<file path="src/rtl/if_fetch_pkg.sv">
// Shared constants and types for the instruction fetch stage.
package if_fetch_pkg;

    localparam int unsigned InstAddrBus = 32;
    localparam int unsigned InstBus     = 32;

    localparam logic [31:0] Zero32h = 32'h0000_0000;
    localparam logic        Stop    = 1'b1;
    localparam logic        NotStop = 1'b0;
    localparam logic        Enable  = 1'b1;

    typedef enum logic [1:0] {
        StIdle = 2'b00,
        StWait = 2'b01,
        StHold = 2'b10
    } fetch_state_e;

    // Sequential fetch address; wraps modulo 2^32.
    function automatic logic [InstAddrBus-1:0] pc_add(input logic [InstAddrBus-1:0] pc,
                                                      input int unsigned step);
        return pc + step;
    endfunction

endpackage

</file>
<file path="src/rtl/if_skid_buf.sv">
// Single-entry {pc, inst} holding register used when a return arrives while IF/ID is stalled.
module if_skid_buf
    import if_fetch_pkg::*;
(
    input  logic                   clk,
    input  logic                   reset,
    input  logic                   load_i,
    input  logic                   unload_i,
    input  logic                   clear_i,
    input  logic [InstAddrBus-1:0] pc_i,
    input  logic [InstBus-1:0]     inst_i,
    output logic                   valid_o,
    output logic [InstAddrBus-1:0] pc_o,
    output logic [InstBus-1:0]     inst_o
);

    logic                   valid_q, valid_d;
    logic [InstAddrBus-1:0] pc_q, pc_d;
    logic [InstBus-1:0]     inst_q, inst_d;

    always_comb begin
        valid_d = valid_q;
        pc_d    = pc_q;
        inst_d  = inst_q;
        if (clear_i || unload_i) begin
            valid_d = 1'b0;
            pc_d    = Zero32h;
            inst_d  = Zero32h;
        end else if (load_i) begin
            valid_d = 1'b1;
            pc_d    = pc_i;
            inst_d  = inst_i;
        end
    end

    always_ff @(posedge clk) begin
        if (reset) begin
            valid_q <= 1'b0;
            pc_q    <= Zero32h;
            inst_q  <= Zero32h;
        end else begin
            valid_q <= valid_d;
            pc_q    <= pc_d;
            inst_q  <= inst_d;
        end
    end

    assign valid_o = valid_q;
    assign pc_o    = pc_q;
    assign inst_o  = inst_q;

endmodule

</file>
<file path="src/rtl/if_fetch.sv">
// Instruction fetch: owns the PC, drives a req/ack instruction memory and feeds IF/ID,
// absorbing one early return in a skid buffer and honouring branch/flush redirects.
module if_fetch
    import if_fetch_pkg::*;
#(
    parameter logic [31:0] RESET_PC = 32'h0000_0000,
    parameter int unsigned PC_STEP  = 4
) (
    input  logic                   clk,
    input  logic                   reset,
    input  logic [5:0]             stall,
    input  logic                   branch_flag_i,
    input  logic [InstAddrBus-1:0] branch_target_i,
    input  logic                   flush_i,
    input  logic [InstAddrBus-1:0] new_pc_i,
    output logic                   imem_req,
    output logic [InstAddrBus-1:0] imem_addr,
    input  logic                   imem_ack,
    input  logic [InstBus-1:0]     imem_rdata,
    output logic [InstAddrBus-1:0] pc_o,
    output logic [InstBus-1:0]     inst_o,
    output logic                   stallreq_o
);

    fetch_state_e           state_q, state_d;
    logic [InstAddrBus-1:0] pc_q, pc_d;
    logic                   req_q, req_d;
    logic [InstAddrBus-1:0] addr_q, addr_d;
    logic [InstAddrBus-1:0] out_pc_q, out_pc_d;
    logic [InstBus-1:0]     out_inst_q, out_inst_d;
    logic                   out_valid_q, out_valid_d;
    logic                   discard_q, discard_d;

    logic                   skid_load, skid_unload, skid_clear, skid_valid;
    logic [InstAddrBus-1:0] skid_pc;
    logic [InstBus-1:0]     skid_inst;

    logic                   adv, slot_free, redirect;
    logic [InstAddrBus-1:0] target, pc_next;
    logic                   unused_stall;

    assign unused_stall = ^stall[5:3];

    assign adv       = (stall[0] != Stop) && (stall[1] != Stop);
    assign slot_free = adv || !out_valid_q;
    assign redirect  = flush_i || (branch_flag_i && (stall[2] == NotStop));
    assign target    = flush_i ? new_pc_i : branch_target_i;
    assign pc_next   = pc_add(pc_q, PC_STEP);

    if_skid_buf u_skid (
        .clk      (clk),
        .reset    (reset),
        .load_i   (skid_load),
        .unload_i (skid_unload),
        .clear_i  (skid_clear),
        .pc_i     (pc_q),
        .inst_i   (imem_rdata),
        .valid_o  (skid_valid),
        .pc_o     (skid_pc),
        .inst_o   (skid_inst)
    );

    always_comb begin
        state_d     = state_q;
        pc_d        = pc_q;
        req_d       = req_q;
        addr_d      = addr_q;
        out_pc_d    = out_pc_q;
        out_inst_d  = out_inst_q;
        out_valid_d = out_valid_q;
        discard_d   = discard_q;
        skid_load   = 1'b0;
        skid_unload = 1'b0;
        skid_clear  = 1'b0;

        // Slot consumed by IF/ID (or already empty): bubble unless reloaded below.
        if (slot_free) begin
            out_pc_d    = Zero32h;
            out_inst_d  = Zero32h;
            out_valid_d = 1'b0;
        end

        if (redirect) begin
            pc_d        = target;
            out_pc_d    = Zero32h;
            out_inst_d  = Zero32h;
            out_valid_d = 1'b0;
            skid_clear  = 1'b1;
            unique case (state_q)
                StWait: begin
                    // An in-flight request cannot be withdrawn; drop its data when it lands.
                    if (imem_ack) begin
                        addr_d    = target;
                        discard_d = 1'b0;
                    end else begin
                        discard_d = 1'b1;
                    end
                end
                default: begin
                    state_d = StWait;
                    req_d   = Enable;
                    addr_d  = target;
                end
            endcase
        end else begin
            unique case (state_q)
                StIdle: begin
                    state_d = StWait;
                    req_d   = Enable;
                    addr_d  = pc_q;
                end
                StWait: begin
                    if (imem_ack) begin
                        if (discard_q) begin
                            discard_d = 1'b0;
                            addr_d    = pc_q;
                        end else if (slot_free) begin
                            out_pc_d    = pc_q;
                            out_inst_d  = imem_rdata;
                            out_valid_d = 1'b1;
                            pc_d        = pc_next;
                            addr_d      = pc_next;
                        end else begin
                            skid_load = 1'b1;
                            pc_d      = pc_next;
                            req_d     = 1'b0;
                            state_d   = StHold;
                        end
                    end
                end
                StHold: begin
                    if (adv) begin
                        out_pc_d    = skid_pc;
                        out_inst_d  = skid_inst;
                        out_valid_d = skid_valid;
                        skid_unload = 1'b1;
                        req_d       = Enable;
                        addr_d      = pc_q;
                        state_d     = StWait;
                    end
                end
                default: state_d = StIdle;
            endcase
        end
    end

    always_ff @(posedge clk) begin
        if (reset) begin
            state_q     <= StIdle;
            pc_q        <= RESET_PC;
            req_q       <= 1'b0;
            addr_q      <= RESET_PC;
            out_pc_q    <= Zero32h;
            out_inst_q  <= Zero32h;
            out_valid_q <= 1'b0;
            discard_q   <= 1'b0;
        end else begin
            state_q     <= state_d;
            pc_q        <= pc_d;
            req_q       <= req_d;
            addr_q      <= addr_d;
            out_pc_q    <= out_pc_d;
            out_inst_q  <= out_inst_d;
            out_valid_q <= out_valid_d;
            discard_q   <= discard_d;
        end
    end

    assign imem_req   = req_q;
    assign imem_addr  = addr_q;
    assign pc_o       = out_pc_q;
    assign inst_o     = out_inst_q;
    assign stallreq_o = (state_q != StIdle) && !out_valid_q;

endmodule

</file>
<file path="config.mk">
export PLATFORM = sky130hd
export DESIGN_NAME = if_fetch
export DESIGN_NICKNAME = d
export VERILOG_FILES = /design/src/rtl/if_fetch_pkg.sv /design/src/rtl/if_skid_buf.sv /design/src/rtl/if_fetch.sv
export SDC_FILE = /design/constraint.sdc
export NUM_CORES = 1
export LEC_CHECK = 0
export ABC_CLOCK_PERIOD_IN_PS = 2000
export CORE_MARGIN = 2
export CORE_UTILIZATION = 48
export CTS_BUF_LIST = sky130_fd_sc_hd__clkbuf_4 sky130_fd_sc_hd__clkbuf_8
export CTS_CLUSTER_SIZE = 28
export DETAILED_ROUTE_END_ITERATION = 12
export GPL_TIMING_DRIVEN = 0
export PLACE_DENSITY = 0.9
export SETUP_SLACK_MARGIN = 0.05
export SLEW_MARGIN = 0
export SYNTH_ARGS = -nofsm -noshare
export SYNTH_HDL_FRONTEND = slang
export SYNTH_SLANG_ARGS = --single-unit
</file>
<file path="constraint.sdc">
create_clock -name clk -period 2 [get_ports clk]
set_input_delay 0.2 -clock clk [delete_from_list [all_inputs] [get_ports clk]]
set_output_delay 0.2 -clock clk [all_outputs]
set_load 0.02 [all_outputs]
</file>
==> impl_metrics.json <==
{
  "run_status": "finished with violations",
  "violations": "negative setup slack",
  "io_pins": 205,
  "synth_cells": 1167,
  "io_buffer_count": 200,
  "max_freq_mhz": 475,
  "detailedPlace.worstSlack_ns": -1.14,
  "fp.dieW_um": 145,
  "netlist_area_um2": 9580,
  "power_leakage_nw": 4.92,
  "drt.antenna.violating_nets": 0,
  "path_cells": "inv_2, ha_4, buf_6, nand4b_4, or4_4, buf_8, o31a_1, nor3_2, o31ai_2",
  "fin_crit_ns": 2.11,
  "min_from": "imem_rdata[12]",
  "drt_iter0_drc": 1303,
  "synth.most_common_cell": "dfxtp_1",
  "pwr-share-clk": 0.296,
  "place.gp.congestion": 1.00,
  "p_int_mw": 6.03,
  "crit_start": "state_q[1]$_SDFFE_PP0P_",
  "synth-seq-area-share": 0.414,
  "htreeDepth": 4,
  "fin_skew_ns": 0.0161,
  "grt_max_degree": 22,
  "syn_area_per_cell_um2": 8.21,
  "fp-row-count": 51,
  "crit_type": "reg2reg",
  "setup_viol_count_final": 49,
  "synth_cell_types": 68,
  "cp.arrival_ns": 2.50,
  "swShare": 0.339,
  "grt_usage": 0.335,
  "gr-total-overflow": 0,
  "setup_ws_ns": -0.107,
  "cts_sinks": 198,
  "hold_violations": 0,
  "vdd.ir_drop.worst_mv": 0.455,
  "place_area_um2": 11900,
  "seq_area_um2": 3980,
  "synthFlopType": "dfxtp_1",
  "synthTopCellsByCount": "dfxtp_1 (198), nand2_1 (166), nor2_1 (120)",
  "clk_latency_ns": 0.51,
  "dieHeight_um": 145,
  "clockBufferDepth": 2,
  "via_count": 11000,
  "report.final.slew_viol_count": 0,
  "switchingPower_mw": 3.09,
  "end_kind": "flop",
  "drt-pass1-iter-count": 7,
  "finalWirelength_um": 38800,
  "dpl.hpwl_um": 26000,
  "max_cap_violations": 0,
  "power_frac_comb": 0.242,
  "synth-seq-cells": 198,
  "multiInputGateArea_um2": 5690,
  "cts_buffers": 17,
  "grt_pass1_wl_um": 55900,
  "cts_tree": "yes",
  "drc": 0,
  "synth_top_cells_by_area": "dfxtp_1 (41%), nand2_1 (6.5%), a22o_1 (5.8%)",
  "synth_area_leader_cell": "dfxtp_1",
  "finalInstanceArea_um2": 13900,
  "synth_top_cell_area_share": 0.414,
  "dieArea_um2": 21100,
  "grt_pass1_vias": 10200,
  "p_seq_frac": 0.462,
  "power_density_nw_per_um2": 658,
  "drive_gt1_frac": 0.221,
  "synth_edf_count": 0,
  "antenna_found_initial": 1,
  "post-route-util": 0.710,
  "hp-class": "in2reg",
  "final.period_utilization": 1.05,
  "yosys_warnings": 0,
  "clkSlewWorstSetupHoldPaths_ns": 0.12,
  "r2r-start": "state_q[1]$_SDFFE_PP0P_",
  "start_kind": "flop",
  "cp_slowest_stage_delay_ns": 0.53,
  "rsz0062_at_grt": "yes",
  "vias_per_cell": 6.39,
  "initial_core_util": 0.491,
  "worst-path-max-fanout": 5,
  "coreArea_um2": 19500,
  "fill_cells": 1407,
  "syn_to_final_growth_pct": 44.8,
  "avgRoutedWirePerCell_um": 22.5,
  "finalNetCount": 1556,
  "root_buffer": "clkbuf_8",
  "tightest_slew_ns": 0.895,
  "crit_path_top_delay_cell": "or4_4",
  "max-slew-margin-rel": 0.403,
  "required_ns": 2.39,
  "syn-num-nets": 1279,
  "synthArstFlopShare": 0
}
## stage by stage
step / hold slack (ns) / setup TNS (ns) / instances / power [mW]
after floorplan: 0.296 / 0 / 1167 / 5.24
after global placement: 0.438 / -159.96 / 1632 / 6.01
after detailed placement: 0.436 / -163.53 / 1632 / 6.04
after CTS: 0.253 / -0.0605 / 1693 / 8.81
after global routing: 0.255 / -5.32 / 1723 / 9.37
final: 0.255 / -1.39 / 1723 / 9.12
## cells in the final DEF, fill, tap and decap left out, types with 8 or more instances in the layout
cell type          n
a22o_1            63
buf_2             13
clkbuf_4          15
buf_6             30
mux2i_1           13
clkbuf_2          13
nor3_1             9
o21ai_1           12
inv_1              8
nand4_1           16
buf_4             70
nor3_2             9
a21oi_1           99
a211oi_2          10
a22oi_2            9
nand2_1          163
o21ai_0           26
a22oi_1           55
nand3_1           23
dfxtp_1          185
xor2_1             9
dfxtp_2           12
clkdlybuf4s50_1  199
xnor2_1           15
clkbuf_8          22
a211oi_1          27
mux2_2            14
nor3_4             9
clkbuf_1          19
nor2_1           116
a311oi_1          10
## power groups by stage
stage                     registers [mW]  clock network, mW  logic [mW]
after floorplan                     4.36                  0       0.874
after global placement              4.27                  0        1.74
after detailed placement            4.27                  0        1.77
after CTS                           4.20               2.66        1.94
after global routing                4.23               2.85        2.29
final                               4.22               2.70        2.21
## layer usage
layer | vias to the layer above | GRT usage | share of wire
met5 | - | 0 | 0
met2 | 811 | 0.535 | 0.46
met1 | 5255 | 0.422 | 0.37
met3 | 176 | 0.0975 | 0.12
li1 | 4772 | - | -
met4 | 0 | 0.143 | 0.049
## layout make-up
cell class | count | share of cell area
flip-flops and latches | 198 | 0.287
repair buffers | 261 | 0.182
multi-input cells | 842 | 0.410
diodes | 1 | 0.000180
plain buffers | 115 | 0.0650
clock inverters | 15 | 0.0123
clock buffers | 17 | 0.0169
inverters | 9 | 0.00244
well taps | 265 | 0.0239
## what timing repair did
action,CTS,global route
endpoints found under the hold margin,1,0
hold buffers,1,0
buffers inserted,31,26
pin swaps,39,40
endpoints found under the setup margin,196,179
gates cloned,1,3
gates resized for setup,185,162
## cell families (layout without fill, tap and decap cells)
group                      after synthesis  count (layout)  synth area share
buffers and inverters                  128             417            0.0614
adders and majority gates                5               5           0.00653
xor gates and xnor gates                26              26            0.0238
and+or+nand+nor                        420             421             0.203
other                                    0               1                 0
DFF                                    198             198             0.414
AOI/OAI and AO/OA                      361             361             0.260
muxes                                   29              29            0.0322
## critical path, delay by kind of cell, from the launching register on
| kind | cells | cell delay, ns |
|---|---|---|
| and+or+nand+nor | 3 | 0.75 |
| buffers and inverters | 3 | 0.39 |
| DFF | 1 | 0.35 |
| adders and majority gates | 1 | 0.14 |
| AOI/OAI and AO/OA | 2 | 0.35 |
## path summary, 6_finish.rpt
kind | end | slack, ns | cells past startpoint
max | imem_addr[23]$_SDFFE_PP0P_ | -0.11 | 9
min reg2reg | u_skid.pc_o[15]$_SDFFE_PP0P_ | 0.46 | 2
min | u_skid.inst_o[12]$_SDFFE_PP0P_ | 0.25 | 3
max reg2reg | imem_addr[23]$_SDFFE_PP0P_ | -0.11 | 9
## state kept, by name, summed over array words and instances (netlist names)
name            flops
pc_q               32
u_skid.valid_o      1
inst_o             32
out_valid_q         1
state_q             2
imem_req            1
u_skid.inst_o      32
pc_o               32
u_skid.pc_o        32
imem_addr          32
discard_q           1
Note: power is estimated with default switching activity, not from simulation.
